**config.mk**
```make
export PLATFORM = sky130hd
export DESIGN_NAME = fetch_unit
export DESIGN_NICKNAME = d
export VERILOG_FILES = /design/src/rtl/fetch_pkg.sv /design/src/rtl/fetch_fifo.sv /design/src/rtl/fetch_unit.sv
export SDC_FILE = /design/constraint.sdc
export NUM_CORES = 1
export LEC_CHECK = 0
export ABC_AREA = 1
export ABC_CLOCK_PERIOD_IN_PS = 8700
export CORE_ASPECT_RATIO = 0.75
export CORE_MARGIN = 2
export CORE_UTILIZATION = 45
export CTS_CLUSTER_SIZE = 30
export DETAILED_ROUTE_END_ITERATION = 10
export HOLD_SLACK_MARGIN = 0.05
export PLACE_DENSITY = 0.63
export SLEW_MARGIN = 0
export SYNTH_ARGS = -nofsm -noshare
export SYNTH_HDL_FRONTEND = slang
export SYNTH_SLANG_ARGS = --single-unit
```
**constraint.sdc**
```tcl
create_clock -name clk -period 8.7 [get_ports clk]
set_clock_uncertainty 0.2 [all_clocks]
set_input_delay 1.74 -clock clk [delete_from_list [all_inputs] [get_ports clk]]
set_output_delay 1.74 -clock clk [all_outputs]
set_load 0.01 [all_outputs]
```
**src/rtl/fetch_pkg.sv**
```systemverilog
// Shared constants, FIFO entry layout and FSM encoding for the instruction fetch unit.
package fetch_pkg;
   localparam int XLEN       = 64;
   localparam int INST_BYTES = 8;

   typedef enum logic [1:0] {
      S_IDLE = 2'd0,
      S_REQ  = 2'd1,
      S_DROP = 2'd2
   } fetch_state_t;

   typedef struct packed {
      logic [XLEN-1:0] data;
      logic [XLEN-1:0] pc;
   } fetch_entry_t;
endpackage

```
**src/rtl/fetch_fifo.sv**
```systemverilog
// First-word fall-through prefetch queue with synchronous flush.
module fetch_fifo #(
   parameter int DEPTH = 4,
   parameter int WIDTH = 128,
   localparam int AW = $clog2(DEPTH),
   localparam int CW = AW + 1
) (
   input  logic             i_clk,
   input  logic             i_reset,
   input  logic             i_flush,
   input  logic             i_push,
   input  logic [WIDTH-1:0] i_push_data,
   input  logic             i_pop,
   output logic [WIDTH-1:0] o_head_data,
   output logic [CW-1:0]    o_count
);
   localparam logic [CW-1:0] FULL = CW'(DEPTH);

   logic [WIDTH-1:0] r_mem [DEPTH];
   logic [AW-1:0]    r_wr_ptr;
   logic [AW-1:0]    r_rd_ptr;
   logic [CW-1:0]    r_count;
   logic             w_push;
   logic             w_pop;

   assign w_push = i_push && !i_flush && (r_count != FULL);
   assign w_pop  = i_pop && !i_flush && (r_count != '0);

   always_ff @(posedge i_clk or posedge i_reset) begin
      if (i_reset) begin
         r_wr_ptr <= '0;
         r_rd_ptr <= '0;
         r_count  <= '0;
      end else if (i_flush) begin
         r_wr_ptr <= '0;
         r_rd_ptr <= '0;
         r_count  <= '0;
      end else begin
         if (w_push) r_wr_ptr <= r_wr_ptr + AW'(1);
         if (w_pop)  r_rd_ptr <= r_rd_ptr + AW'(1);
         r_count <= r_count + CW'(w_push) - CW'(w_pop);
      end
   end

   always_ff @(posedge i_clk) begin
      if (w_push) r_mem[r_wr_ptr] <= i_push_data;
   end

   // Storage is not reset, so an empty queue presents zeros instead of stale data.
   assign o_head_data = (r_count != '0) ? r_mem[r_rd_ptr] : '0;
   assign o_count     = r_count;
endmodule

```
**src/rtl/fetch_unit.sv**
```systemverilog
// Sequential instruction fetcher: one outstanding memory read, prefetch queue, redirect flush.
module fetch_unit
   import fetch_pkg::*;
#(
   parameter logic [63:0] RESET_PC = 64'h0,
   parameter int          DEPTH    = 4
) (
   input  logic            clk,
   input  logic            reset,
   output logic            mem_req,
   output logic [XLEN-1:0] mem_addr,
   input  logic            mem_ack,
   input  logic [XLEN-1:0] mem_rdata,
   output logic            inst_valid,
   output logic [XLEN-1:0] inst_data,
   output logic [XLEN-1:0] inst_pc,
   input  logic            inst_ready,
   input  logic            redirect_valid,
   input  logic [XLEN-1:0] redirect_pc
);
   localparam int              CW      = $clog2(DEPTH) + 1;
   localparam logic [CW-1:0]   FULL    = CW'(DEPTH);
   localparam logic [XLEN-1:0] PC_STEP = XLEN'(INST_BYTES);

   fetch_state_t    r_state;
   fetch_state_t    w_state_nxt;
   logic [XLEN-1:0] r_pc;
   logic [XLEN-1:0] w_pc_nxt;
   logic            w_push;
   logic            w_flush;
   logic            w_pop;
   logic [CW-1:0]   w_count;
   logic [CW-1:0]   w_cnt_after;
   fetch_entry_t    w_push_entry;
   fetch_entry_t    w_head;

   assign w_pop       = inst_valid && inst_ready;
   assign w_cnt_after = w_count + CW'(1) - CW'(w_pop);

   always_ff @(posedge clk or posedge reset) begin
      if (reset) begin
         r_state <= S_IDLE;
         r_pc    <= RESET_PC;
      end else begin
         r_state <= w_state_nxt;
         r_pc    <= w_pc_nxt;
      end
   end

   always_comb begin
      w_state_nxt = r_state;
      w_pc_nxt    = r_pc;
      w_push      = 1'b0;
      w_flush     = 1'b0;
      case (r_state)
         S_IDLE: if (w_count < FULL) w_state_nxt = S_REQ;
         S_REQ: begin
            if (mem_ack) begin
               w_push      = 1'b1;
               w_pc_nxt    = r_pc + PC_STEP;
               w_state_nxt = (w_cnt_after < FULL) ? S_REQ : S_IDLE;
            end
         end
         S_DROP: if (mem_ack) w_state_nxt = S_IDLE;
         default: w_state_nxt = S_IDLE;
      endcase
      // A redirect discards everything in flight; an unanswered request must still be drained.
      if (redirect_valid) begin
         w_flush  = 1'b1;
         w_push   = 1'b0;
         w_pc_nxt = {redirect_pc[XLEN-1:3], 3'b000};
         case (r_state)
            S_REQ:   w_state_nxt = mem_ack ? S_IDLE : S_DROP;
            S_DROP:  w_state_nxt = mem_ack ? S_IDLE : S_DROP;
            default: w_state_nxt = S_IDLE;
         endcase
      end
   end

   assign w_push_entry = '{data: mem_rdata, pc: r_pc};

   fetch_fifo #(
      .DEPTH (DEPTH),
      .WIDTH ($bits(fetch_entry_t))
   ) u_fifo (
      .i_clk       (clk),
      .i_reset     (reset),
      .i_flush     (w_flush),
      .i_push      (w_push),
      .i_push_data (w_push_entry),
      .i_pop       (w_pop),
      .o_head_data (w_head),
      .o_count     (w_count)
   );

   assign mem_req    = (r_state == S_REQ);
   assign mem_addr   = r_pc;
   assign inst_valid = (w_count != '0);
   assign inst_data  = w_head.data;
   assign inst_pc    = w_head.pc;
endmodule

```
-- Word level (Yosys, flattened, before mapping)
Memory sizes are Yosys's and may differ from the RTL's.
Cells that the tools add are included.
- bits of input ports: 133
- bits in writable memories: 512
- latch bits: 0
- bits in read-only memories: 0
- word-level logic and storage cells: 59
- bits in registers: 73
- memories kept: 1
- output and inout bits: 194
- add/subtract/negate cells: 7
- multipliers: 0
- equal/unequal tests: 6
- bitwise operators: 0
- magnitude comparators: 2
- divide/modulo/power cells: 0
- reduce and logical (&&, ||, !) cells: 15
- shift-type cells: 0
- multiplexer cells: 23
- memories (memory ; words ; width ; rd ports ; clocked after Yosys merged registers in ; write ports ; line ; RTL):
    u_fifo.r_mem ; 4 ; 128 ; 1 ; 0 ; 1 ; fetch_fifo.sv:19 ; logic [WIDTH-1:0] r_mem [DEPTH];
- operators with widths (operator ; count):
    $mux W64 ; 3
    $mux W128 ; 1
    $add A64 B4 Y64 const B ; 1
    $mux W2 ; 10
    $ne A3 B3 Y1 const B ; 3
    $reduce_bool A2 Y1 ; 4
    $mux W1 ; 7
    $lt A3 B3 Y1 const B ; 2
    $pmux W2 S3 ; 1
    $sub A3 B1 Y3 ; 2
    $logic_and A1 B1 Y1 ; 5
    $add A2 B1 Y2 const B ; 2
    $add A3 B1 Y3 ; 1
    $add A3 B1 Y3 const B ; 1
    $mux W3 ; 1
    $ne A3 B1 Y1 const B ; 1
    $reduce_and A3 Y1 ; 1
    $reduce_bool A3 Y1 ; 1
    $eq A2 B1 Y1 const B ; 1
    $eq A2 B2 Y1 const B ; 1
    $logic_not A2 Y1 ; 1
    $reduce_and A2 Y1 ; 1
    $reduce_or A2 Y1 ; 1
    $logic_not A1 Y1 ; 1

-- Logic depth before layout (Yosys ltp)
- depth after elaboration: 8
- mapped depth: 12
- mapped depth without buffers: 12

-- Cells and area by module
From an unflattened synthesis, not the netlist that was laid out.
- cells, all modules: 2897
- area total of the unflattened synthesis: 27184.8 µm²
- by module, submodules not included (module ; cells each ; sequential area each (µm²) ; area an instance (µm²) ; times used):
    fetch_fifo ; 2089 ; 15549.9 ; 22173.8 ; 1
    fetch_unit ; 808 ; 1576.5 ; 5011.1 ; 1

-- Least setup slack after synthesis
Ideal clock, no wire load.
- path kind: input port to flip-flop
- start point: in redirect_valid
- end point: mem u_fifo.r_mem[0][100] (enable)
- data required time: 7.889 ns
- data arrival time: 7.476 ns
- path slack: 0.413 ns
- library setup time: 0.611 ns
- stages on the path: 4
- buffers on the path: 1
- path through: buf_2 nor2_2 nand2_1 nor2_1
- longest elaborated chain between the ends: 6
- elaborated cells on any way between the ends: 7
- those cells by class: mux: 4; reduce/logical: 3
- RTL lines (element ; line ; RTL):
    start: declaration ; fetch_unit.sv:18 ; input logic redirect_valid,
    $mux W1 ; fetch_unit.sv:68 ; if (redirect_valid) begin
    $logic_not A1 Y1 ; fetch_fifo.sv:26 ; assign w_push = i_push && !i_flush && (r_count != FULL);
    $logic_and A1 B1 Y1 (*) (2 in series) ; fetch_fifo.sv:26 ;
    $mux W1 (*) ; fetch_fifo.sv:46 ; if (w_push) r_mem[r_wr_ptr] <= i_push_data;
    $mux W1 (not written as such) (*) ; fetch_fifo.sv:46 ;
    end: declaration ; fetch_fifo.sv:19 ;
Mark *: on every way between the ends. The rest lies on a longest branch, timed or not.

-- Worst setup path in the final report
- start point: reg u_fifo.r_rd_ptr[0]
- end point: out inst_pc[54]
- longest elaborated chain between the ends: 2
- RTL lines (element ; line ; RTL):
    start: declaration ; fetch_fifo.sv:21 ; logic [AW-1:0] r_rd_ptr;
    start signal: assignment ; fetch_fifo.sv:40 ; if (w_pop) r_rd_ptr <= r_rd_ptr + AW'(1);
    $mem_v2 Z4 W128 ; -- ;
    $mux W128 ; fetch_fifo.sv:50 ; assign o_head_data = (r_count != '0) ? r_mem[r_rd_ptr] : '0;
    end: declaration ; fetch_unit.sv:16 ; output logic [XLEN-1:0] inst_pc,
No other way between the ends.

==> run summary <==
### Run status
• finished clean — result of the run

### Synthesis
• 38 — number of distinct standard cells referenced by the synthesized netlist
• 10.59 um2 — mean instance size in the synthesized netlist
• 24590 um2 — post-synthesis instance area
• 68.19% — sequential area share after synthesis
• 570 — post-synthesis sequential element count
• 12.28% — async set-or-reset flop fraction in the synthesized netlist
• 0 — YS warnings
• 2322 — instance count of the mapped netlist
• edfxtp_1 — top_reg_cell synth
• 500 — number of flops mapped to enable cells by yosys

### Die
• 327 — I/O Pins
• 206.4 um — height of the die
• 54260 um2 — area of the core
• 45.32% — Initial Utilization
• 56540 um2 — die area
• 273.9 um — Die X-Extent
• 74 — standard-cell rows

### Clocking
• 0 — hold buffer count at cts
• 0 — number of buffers added for setup after CTS
• 570 — Clock Sinks
• clkbuf_16 — root buf cell
• 0.60 ns — clock latency at the later pin of the worst-skew pair
• 0.07 ns — clock input transition at the sequential cells of the worst setup and hold paths
• 55 — clock buffer count from CTS
• 2 — H-tree Lvls
• 3 — CTS max path bufs
• done — clock tree from TritonCTS
• 0 — number of cells upsized or downsized after cts

### Worst hold path
• flop to flop — path category of the worst min-delay check
• 2 — Hold Path Depth
• r_state[1]$_DFFE_PP0P_ — beginning of the worst hold path
• r_state[1]$_DFFE_PP0P_ — destination of the worst hold path

### Detailed routing
• 68070 um — Post-Route WL
• 0 — DRC violations left
• 1535 — iteration-0 DRC count of the detailed router
• 7 — number of detailed-routing iterations run before antenna repair
• 17770 — via count of the routed design
• 0 — count of nets left with antenna violations after detail routing
• 5.284 — per-cell via count in the routed design
• 20.24 um — detail-routed net length per standard cell

### Flow run
• 0 — count of maximum capacitance violations

### Timing
• 1.186 ns — worst slew pin tran
• 0 — Finish-stage setup viols
• no — RSZ-0062 raised after global routing
• 0 ns — summed negative setup slack over all endpoints
• 69.82% — period utilization
• 0 — Pins Over Slew Limit
• 20.90% — Rel. slew slack
• 164.6 MHz — Max Clk Rate
• 6.075 ns — min Tclk post-route
• 0.3999 ns — worst slack on hold paths
• 0 — final hold vios

### Pwr
• 10.61 nW — Static Leakage
• 8.392 mW — total power draw
• 278.0 nW/um2 — pwr dens
• 251.6 uV — worst voltage drop across the vdd grid

### Layout
• 5.490% — share of final-layout standard cells stronger than drive strength 1
• 30180 um2 — cell area after layout
• 2740 — Final Net Count
• 0 — count of antenna diodes in the layout
• 55.63% — Final Core Density
• nor2_1 (603), edfxtp_1 (500), clkdlybuf4s50_1 (316), nand2_1 (308), o21ai_0 (286) — commonest non-fill, non-tap cells in the layout
• 22.76% — area added between synthesis and finish
• nor2_1 — leading cell type in the layout, fill and taps excluded

### Setup path
• 7 — number of cells on the worst reg-to-reg path
• inv_6 — standard cell with the maximum stage delay on the critical path
• 174 — maximum net fanout on the critical path
• 0.91 ns — Worst path max stage delay
• 6.76 ns — data required time of the critical path
• flop — CP startpoint kind
• 3 — sum of buffers and inverters on the critical path
• u_fifo.r_mem[2][78]$_DFFE_PP_ — worst flop-to-flop path endpoint
• r_state[1]$_DFFE_PP0P_ — beginning of the worst register-to-register path
• inv_6, buf_4, o21ai_0, a21oi_1, clkdlybuf4s50_1 — cell breakdown of the critical path
• 4.13 ns — arrival time of the worst setup path
• buffers and inverters — kind of cell adding the most delay to the critical path
• 5.19 ns — worst reg2reg setup slack
• flop to output port — type of the worst setup path
• output port — critical path capture point type

### Global route
• 1 — antenna violations before repair
• 101300 um — first-pass GRT wire length
• 0 — GR Overflow Total
• 196 — pin count of the biggest net entering global routing
• 16820 — number of global-route vias before repair
• 23.81% — GRT Total Usage

### Placed design
• 0.9044 — weighted congestion at the end of routability-driven global placement
• 41120 um — HPWL reported at the end of detailed placement
• 317 — count of input and output buffers
• 28380 um2 — instance area after placement

==> area by class of cell <==
cell class / count / area [um2]
multi-input combinational: 1529 / 6957
inverter: 106 / 405.4
clock buffer: 74 / 1458
tap: 722 / 903.4
clock inverter: 28 / 340.3
sequential: 570 / 16770
fill: 4583 / 24070
timing repair buffer: 334 / 3346
==> logic make-up after synthesis <==
group                    Yosys count  synth area share (%)
AND/OR/NAND/NOR                 1033                 16.92
flip-flops                       570                 68.19
AO/OA/AOI/OAI                    450                 9.491
buffers and inverters            228                 3.766
XOR/XNOR                          29                 1.033
adder cells (fa/ha/maj)           11                0.5903
other                              1               0.01525
==> Yosys cell counts, types with 11 or more instances <==
| cell | number | area share (%) |
|---|---|---|
| o211ai_1 | 11 | 0.34 |
| xor2_1 | 21 | 0.75 |
| clkbuf_1 | 55 | 0.84 |
| o21ai_0 | 286 | 5.8 |
| nor2_1 | 608 | 9.3 |
| nand2_1 | 308 | 4.7 |
| nand3_1 | 62 | 1.3 |
| buf_1 | 23 | 0.35 |
| buf_2 | 38 | 0.77 |
| dfrtp_1 | 70 | 7.1 |
| edfxtp_1 | 500 | 61 |
| a21oi_1 | 131 | 2.7 |
| inv_1 | 98 | 1.5 |
==> metal layers <==
layer  routed length, um  part of all wire, %  global-route usage [%]
met1               30350                   45                   34.23
met2               31460                   46                   37.47
met3                4229                  6.2                   3.602
met4                2028                  3.0                   7.395
met5                   0                    0                       0
==> report_power, final <==
group / internal (mW) / switching, mW
Sequential: 3.20 / 0.289
Clock: 1.38 / 1.01
Combinational: 1.05 / 1.46
Total: 5.63 / 2.76
==> worst register-to-register path, cell delays in order (launching register included) <==
cell	delay (ns)
dfrtp_1	0.38
inv_1	0.11
ha_1	0.24
nand2_1	0.17
nor2_4	0.12
nand2_1	0.27
nor2_4	0.92
buf_12	0.48
==> flip-flops by register name, summed over array words and instances (netlist names) <==
register         cells
u_fifo.r_wr_ptr      2
u_fifo.o_count       3
u_fifo.r_rd_ptr      2
mem_addr            61
u_fifo.r_mem       500
r_state              2
==> worst max-delay path by stage <==
stage,cells past startpoint,slack (ns),end,from
CTS,5,2.48,inst_pc[39],u_fifo.r_rd_ptr[0]$_DFFE_PP0P_
detailed placement,5,3.15,inst_pc[51],u_fifo.r_rd_ptr[0]$_DFFE_PP0P_
global placement,5,3.21,inst_pc[39],u_fifo.r_rd_ptr[0]$_DFFE_PP0P_
finish,5,2.63,inst_pc[54],u_fifo.r_rd_ptr[0]$_DFFE_PP0P_
floorplan,4,0.41,u_fifo.r_mem[0][100]$_DFFE_PP_,redirect_valid
global route,5,2.31,inst_pc[39],u_fifo.r_rd_ptr[0]$_DFFE_PP0P_
==> stage by stage <==
step / cells / worst slack [ns]
2_1_floorplan: 2327 / 0.4127
5_1_grt: 3363 / 2.307
4_1_cts: 3363 / 2.478
3_3_place_gp: 3261 / 3.206
3_5_place_dp: 3261 / 3.146
6_report: 3363 / 2.625
No activity file was read; power rests on OpenSTA's default activity.
